$ cat src/rtl/memory_bus_arbiter_pkg.sv
// Shared bus types for the DRAM request arbiter: packet type/payload/address
// and the arbiter FSM state encoding.
package memory_bus_arbiter_pkg;

    localparam int PHYS_ADDR_W = 32;

    typedef enum logic [1:0] {
        bus_read_data  = 2'd0,
        bus_write_data = 2'd1,
        bus_read_resp  = 2'd2,
        bus_reserved   = 2'd3
    } bus_packet_type_t;

    typedef logic [PHYS_ADDR_W-1:0] phys_memory_address_t;
    typedef logic [63:0]            bus_packet_payload_t;

    typedef enum logic [1:0] {
        IDLE     = 2'd0,
        ISSUE    = 2'd1,
        WAIT_RSP = 2'd2
    } arb_state_t;

    // Only plain reads and writes may be sent to DRAM.
    function automatic logic is_known_type(input logic [1:0] t);
        return (t == bus_read_data) || (t == bus_write_data);
    endfunction

endpackage

$ cat src/rtl/memory_bus_arbiter_rr_priority_pick.sv
// Round-robin pick: first requester at or after ptr wins, wrapping to the
// lowest index when nothing at or above ptr is requesting.
module rr_priority_pick #(
    parameter int N     = 4,
    parameter int PTR_W = 2
) (
    input  logic [N-1:0]     req,
    input  logic [PTR_W-1:0] ptr,
    output logic [N-1:0]     grant,
    output logic             valid
);

    logic [N-1:0] masked;
    logic [N-1:0] cand;
    logic         found;

    always_comb begin
        masked = '0;
        for (int j = 0; j < N; j++) begin
            masked[j] = req[j] && (PTR_W'(j) >= ptr);
        end
        cand  = (|masked) ? masked : req;
        grant = '0;
        found = 1'b0;
        for (int j = 0; j < N; j++) begin
            if (cand[j] && !found) begin
                grant[j] = 1'b1;
                found    = 1'b1;
            end
        end
        valid = |req;
    end

endmodule

$ cat src/rtl/memory_bus_arbiter.sv
// Arbitrates NUM_REQ requesters onto a single DRAM request channel with at
// most one transaction outstanding; read data is routed back to the grantee.
//
// state    | meaning
// IDLE     | no transaction; grant the next round-robin requester
// ISSUE    | latched packet offered to DRAM until accepted (or dropped if illegal)
// WAIT_RSP | read accepted, waiting for DRAM response tagged with our source
module memory_bus_arbiter
    import memory_bus_arbiter_pkg::*;
#(
    parameter int NUM_REQ = 4,
    parameter int ADDR_W  = PHYS_ADDR_W,
    parameter int SRC_W   = 3
) (
    input  logic                      clk,
    input  logic                      reset_n,
    input  logic [NUM_REQ-1:0]        req_valid,
    input  logic [NUM_REQ*2-1:0]      req_type,
    input  logic [NUM_REQ*ADDR_W-1:0] req_addr,
    input  logic [NUM_REQ*64-1:0]     req_wdata,
    output logic [NUM_REQ-1:0]        req_ready,
    output logic [NUM_REQ-1:0]        rsp_valid,
    output logic [63:0]               rsp_data,
    output logic                      mem_req_valid,
    input  logic                      mem_req_ready,
    output logic [1:0]                mem_req_type,
    output logic [ADDR_W-1:0]         mem_req_addr,
    output logic [63:0]               mem_req_data,
    output logic [SRC_W-1:0]          mem_req_source,
    input  logic                      mem_rsp_valid,
    input  logic [63:0]               mem_rsp_data,
    input  logic [SRC_W-1:0]          mem_rsp_source,
    output logic                      err_unknown_type
);

    localparam int PTR_W = (NUM_REQ > 1) ? $clog2(NUM_REQ) : 1;

    arb_state_t          state_q, state_d;
    logic [PTR_W-1:0]    rr_ptr;
    logic [NUM_REQ-1:0]  pick_grant;
    logic                pick_valid;

    logic [PTR_W-1:0]    gidx;
    logic [1:0]          sel_type;
    logic [ADDR_W-1:0]   sel_addr;
    bus_packet_payload_t sel_data;

    logic [1:0]          lat_type;
    logic [ADDR_W-1:0]   lat_addr;
    bus_packet_payload_t lat_data;
    logic [SRC_W-1:0]    lat_src;
    logic [NUM_REQ-1:0]  lat_grant;
    logic [NUM_REQ-1:0]  rsp_valid_q;
    bus_packet_payload_t rsp_data_q;
    logic                err_q;

    logic                grant_take;
    logic                set_err;
    logic                rsp_fire;

    rr_priority_pick #(
        .N     (NUM_REQ),
        .PTR_W (PTR_W)
    ) u_pick (
        .req   (req_valid),
        .ptr   (rr_ptr),
        .grant (pick_grant),
        .valid (pick_valid)
    );

    always_comb begin
        gidx     = '0;
        sel_type = '0;
        sel_addr = '0;
        sel_data = '0;
        for (int i = 0; i < NUM_REQ; i++) begin
            if (pick_grant[i]) begin
                gidx     = PTR_W'(i);
                sel_type = req_type[2*i +: 2];
                sel_addr = req_addr[ADDR_W*i +: ADDR_W];
                sel_data = req_wdata[64*i +: 64];
            end
        end
    end

    always_ff @(posedge clk or negedge reset_n) begin
        if (!reset_n) state_q <= IDLE;
        else          state_q <= state_d;
    end

    always_comb begin
        state_d       = state_q;
        req_ready     = '0;
        mem_req_valid = 1'b0;
        grant_take    = 1'b0;
        set_err       = 1'b0;
        rsp_fire      = 1'b0;
        case (state_q)
            IDLE: begin
                // the grant is combinational, so hold it off while reset is low
                if (pick_valid && reset_n) begin
                    req_ready  = pick_grant;
                    grant_take = 1'b1;
                    state_d    = ISSUE;
                end
            end
            ISSUE: begin
                if (!is_known_type(lat_type)) begin
                    set_err = 1'b1;
                    state_d = IDLE;
                end else begin
                    mem_req_valid = 1'b1;
                    if (mem_req_ready) begin
                        state_d = (lat_type == bus_read_data) ? WAIT_RSP : IDLE;
                    end
                end
            end
            WAIT_RSP: begin
                if (mem_rsp_valid && (mem_rsp_source == lat_src)) begin
                    rsp_fire = 1'b1;
                    state_d  = IDLE;
                end
            end
            default: state_d = IDLE;
        endcase
    end

    always_ff @(posedge clk or negedge reset_n) begin
        if (!reset_n) begin
            rr_ptr      <= '0;
            lat_type    <= '0;
            lat_addr    <= '0;
            lat_data    <= '0;
            lat_src     <= '0;
            lat_grant   <= '0;
            rsp_valid_q <= '0;
            rsp_data_q  <= '0;
            err_q       <= 1'b0;
        end else begin
            if (grant_take) begin
                lat_type  <= sel_type;
                lat_addr  <= sel_addr;
                lat_data  <= sel_data;
                lat_src   <= SRC_W'(gidx);
                lat_grant <= pick_grant;
                rr_ptr    <= (gidx == PTR_W'(NUM_REQ-1)) ? '0 : gidx + PTR_W'(1);
            end
            if (set_err) err_q <= 1'b1;
            rsp_valid_q <= rsp_fire ? lat_grant : '0;
            if (rsp_fire) rsp_data_q <= mem_rsp_data;
        end
    end

    assign rsp_valid        = rsp_valid_q;
    assign rsp_data         = rsp_data_q;
    assign mem_req_type     = lat_type;
    assign mem_req_addr     = lat_addr;
    assign mem_req_data     = lat_data;
    assign mem_req_source   = lat_src;
    assign err_unknown_type = err_q;

endmodule

$ cat config.mk
export PLATFORM = sky130hd
export DESIGN_NAME = memory_bus_arbiter
export DESIGN_NICKNAME = d
export VERILOG_FILES = /design/src/rtl/memory_bus_arbiter_pkg.sv /design/src/rtl/memory_bus_arbiter_rr_priority_pick.sv /design/src/rtl/memory_bus_arbiter.sv
export SDC_FILE = /design/constraint.sdc
export NUM_CORES = 1
export LEC_CHECK = 0
export ABC_AREA = 1
export BUFFER_PORTS_ARGS = -buffer_cell sky130_fd_sc_hd__clkbuf_2
export CAP_MARGIN = 0
export CORE_AREA = 3 3 247 249
export DETAILED_ROUTE_END_ITERATION = 6
export DIE_AREA = 0 0 250 252
export PLACE_DENSITY = 0.52
export SYNTH_ARGS = -nofsm -noshare
export SYNTH_HDL_FRONTEND = slang
export SYNTH_SLANG_ARGS = --single-unit
$ cat constraint.sdc
create_clock -name clk -period 2.35 [get_ports clk]
set_input_delay 0.235 -clock clk [delete_from_list [all_inputs] [get_ports clk]]
set_output_delay 0.235 -clock clk [all_outputs]
set_load 0.01 [all_outputs]
==> flow_summary_export.csv <==
group,metric,value,unit
grt,antenna_found_initial,1,
setup_path,worst_ep_arrival_time,1.97,ns
sta,drv_slew,0,
setup_path,cp.required,2.12,ns
logic_synthesis,synthCells,1602,
grt,grt_overflow_total,0,
sta,fin_crit,2.20,ns
sta,min_period_over_period,0.937,
logic_synthesis,yosysWarnings,0,
sta,max_freq,0.454,GHz
setup_path,critPathLaunchType,"flip-flop",
min_path,min_path_type,"input pin to flip-flop",
run_status,status,"complete, no violations",
min_path,min_from,"req_wdata[231]",
pwr,swShare,0.458,
cts,htree_levels,4,
pwr,p_leak,0.0102,µW
min_path,hold_depth,5,
pwr,power.switching,7860,µW
setup_path,rr_startpoint,"rr_ptr[1]$_DFFE_PN0P_",
detailed_routing,viasPerCell,4.03,
setup_path,crit_slowest_cell,"dfrtp_1",
logic_synthesis,syn_area_per_cell,6.84,µm²
grt,grt_pass1_wl,72.9,mm
layout,fillCellCount,6573,
place,dp_cells,2956,
layout,final_area,0.0167,mm²
logic_synthesis,ys_seq_area_frac,0.404,
layout,final-seq-area,0.00443,mm²
cts,clk_latency,0.47,ns
place,hpwl,37.0,mm
logic_synthesis,synthDistinctLibCells,30,
detailed_routing,drcViolationCount,0,
layout,syn_to_final_growth,52.6,%
cts,cts_tree,"done",
layout,final_common_cell,"clkbuf_2",
sta,setup_violations,0,
place,io_buffers,640,
grt,grt_max_degree,114,
logic_synthesis,syn_nets,2069,
pwr,pwr_density_cell,1030,mW/mm²
logic_synthesis,synth_area,0.0110,mm²
logic_synthesis,ys_ff_latch,177,
setup_path,reg2reg_to,"mem_req_type[0]$_DFFE_PN0P_",
setup_path,path_max_fanout,5,
grt,gr-usage-all-layers,0.152,
die,die_h,252,µm
cts,clock_tree.root_cell,"clkbuf_16",
pwr,clkPwrFrac,0.179,
place,postPlaceCellArea,0.0151,mm²
setup_path,reg2reg_slack,0.20,ns
detailed_routing,routedWlPerCell,16.3,µm
setup_path,critPathKind,"flip-flop to primary output",
layout,multi_input_area,0.00509,mm²
detailed_routing,antenna_left,0,
detailed_routing,drt_pass1_iterations,4,
min_path,hold_path_end,"mem_req_data[39]$_DFFE_PN0P_",
layout,fin_nets,2752,
place,gp_congestion,0.808,
pwr,pwr-share-seq,0.295,
pwr,vdd_drop_max,0.739,mV
setup_path,end_kind,"primary output",
die,coreArea,0.0589,mm²
sta,hold_viol,0,
pwr,intPower,9290,µW
sta,tightest_slew,0.728,ns
layout,drive_above_1_share,0.348,
cts,clk_pin_slew,0.08,ns
detailed_routing,via_count,12390,
layout,final_cell_mix,"clkbuf_2 (637), nand2_1 (469), inv_1 (262)",
job,max_cap_violations,0,
setup_path,rr_worst_depth,12,
die,fp.dieW,250,µm
setup_path,slowest_delay,0.40,ns
detailed_routing,dr.first_iter.drc_count,469,
cts,cts.sinks,177,
setup_path,crit_path_cell_trace,"nand2_1 -> nand2_2 -> nand4_1 -> nand2_4 -> nor2_4 -> buf_12 -> nand3_2 -> inv_1 -> clkbuf_2",
grt,grt_pass1_vias,12395,
cts,clockBufferDepth,2,
sta,fin_skew,0.0122,ns
die,rows,89,
cts,cts-buffers-inserted,17,
die,initial_core_util,0.186,
die,top_level_ports,642,
pwr,p_comb_frac,0.525,
layout,fin_cells,3072,
die,dieArea,0.0630,mm²
detailed_routing,wl,50.2,mm
sta,max_slew_margin,0.515,
sta,rsz0062_at_grt,"true",
## cell type report
| cell class | count | area share |
|---|---|---|
| multi-input cells | 1062 | 0.305 |
| repair buffers | 760 | 0.274 |
| flip-flops and latches | 177 | 0.265 |
| inverters | 267 | 0.0604 |
| well taps | 773 | 0.0579 |
| clock buffers | 17 | 0.0255 |
| clock inverters | 15 | 0.0121 |
| diodes | 1 | 0.000150 |
## cells by family (layout without fill, tap and decap cells)
family                 Yosys count  count (layout)  share of synthesized area
buffers and inverters          363            1059                      0.137
other                            1               2                   0.000342
AND/OR/NAND/NOR                984             984                      0.385
multiplexers                    64              64                     0.0658
flip-flops                     177             177                      0.404
AO/OA/AOI/OAI                   13              13                    0.00742
## Yosys cell counts, drive strengths merged
cell | number | area share
a21oi | 5 | 0.0026
a22oi | 2 | 0.0014
a31o | 1 | 0.00080
buf | 77 | 0.039
clkbuf | 19 | 0.0065
conb | 1 | 0.00034
dfrtp | 177 | 0.40
inv | 267 | 0.091
mux2 | 64 | 0.066
nand2 | 475 | 0.16
nand3 | 247 | 0.11
nand3b | 43 | 0.029
nand4 | 4 | 0.0023
nor2 | 211 | 0.073
nor3 | 2 | 0.00091
nor3b | 1 | 0.00069
o21ai | 3 | 0.0014
o21bai | 1 | 0.00069
o22ai | 1 | 0.00057
or2 | 1 | 0.00057
## worst max-delay path by stage
stage / start / endpoint / depth (start not counted)
after floorplan: rr_ptr[1]$_DFFE_PN0P_ / req_ready[2] / 9
after global placement: req_valid[1] / mem_req_addr[7]$_DFFE_PN0P_ / 10
after detailed placement: req_valid[1] / mem_req_addr[7]$_DFFE_PN0P_ / 10
after CTS: state_q[0]$_DFFE_PN0P_ / req_ready[1] / 7
after global routing: rr_ptr[1]$_DFFE_PN0P_ / req_ready[2] / 9
final: rr_ptr[1]$_DFFE_PN0P_ / req_ready[2] / 9
## layer usage
| layer | global-route usage | routed length, µm | up-vias |
|---|---|---|---|
| li1 | - | - | 6239 |
| met1 | 0.184 | 21300 | 5601 |
| met2 | 0.259 | 23900 | 483 |
| met3 | 0.0425 | 3440 | 67 |
| met4 | 0.0560 | 1510 | 0 |
| met5 | 0 | 0 | - |
## power by group through the flow
| stage | registers (µW) | logic, µW | clock network [µW] |
|---|---|---|---|
| 5_1_grt | 5230 | 10100 | 3340 |
| 4_1_cts | 5080 | 8950 | 3250 |
| 2_1_floorplan | 5580 | 4480 | 0 |
| 3_3_place_gp | 5080 | 8660 | 0 |
| 3_5_place_dp | 5130 | 8630 | 0 |
| 6_report | 5060 | 9010 | 3070 |
## flip-flops by register name, summed over array words and instances (netlist names)
| register | flops |
|---|---|
| rsp_valid | 4 |
| err_unknown_type | 1 |
| state_q | 2 |
| rr_ptr | 2 |
| lat_grant | 4 |
| mem_req_addr | 32 |
| rsp_data | 64 |
| mem_req_type | 2 |
| mem_req_source | 2 |
| mem_req_data | 64 |
## critical path, delay by kind of cell (launching register included)
| family | cells | cell delay [ns] |
|---|---|---|
| simple gates | 6 | 0.74 |
| buf+inv | 3 | 0.34 |
| flops | 1 | 0.40 |
## per-stage QoR
stage	total power, µW	worst slack (ns)	hold slack [ns]	util	TNS (ns)
final	17100	0.149	0.0590	0.284	0
after CTS	17300	-0.0525	0.000196	0.281	-0.0525
after detailed placement	13800	0.332	0.0973	0.256	0
after global routing	18700	-0.00680	0.0190	0.284	-0.00839
after global placement	13700	0.351	0.100	0.256	0
after floorplan	10100	0.658	-0.0606	-	0
## what timing repair did
action	4_1_cts	5_1_grt
pin swaps	1	5
buffers inserted	4	5
hold buffers	70	0
endpoints found under the hold margin	172	0
resized for setup	7	16
setup endpoints to repair	4	52
gates cloned	2	3
Power figures use the tool's default switching activity.
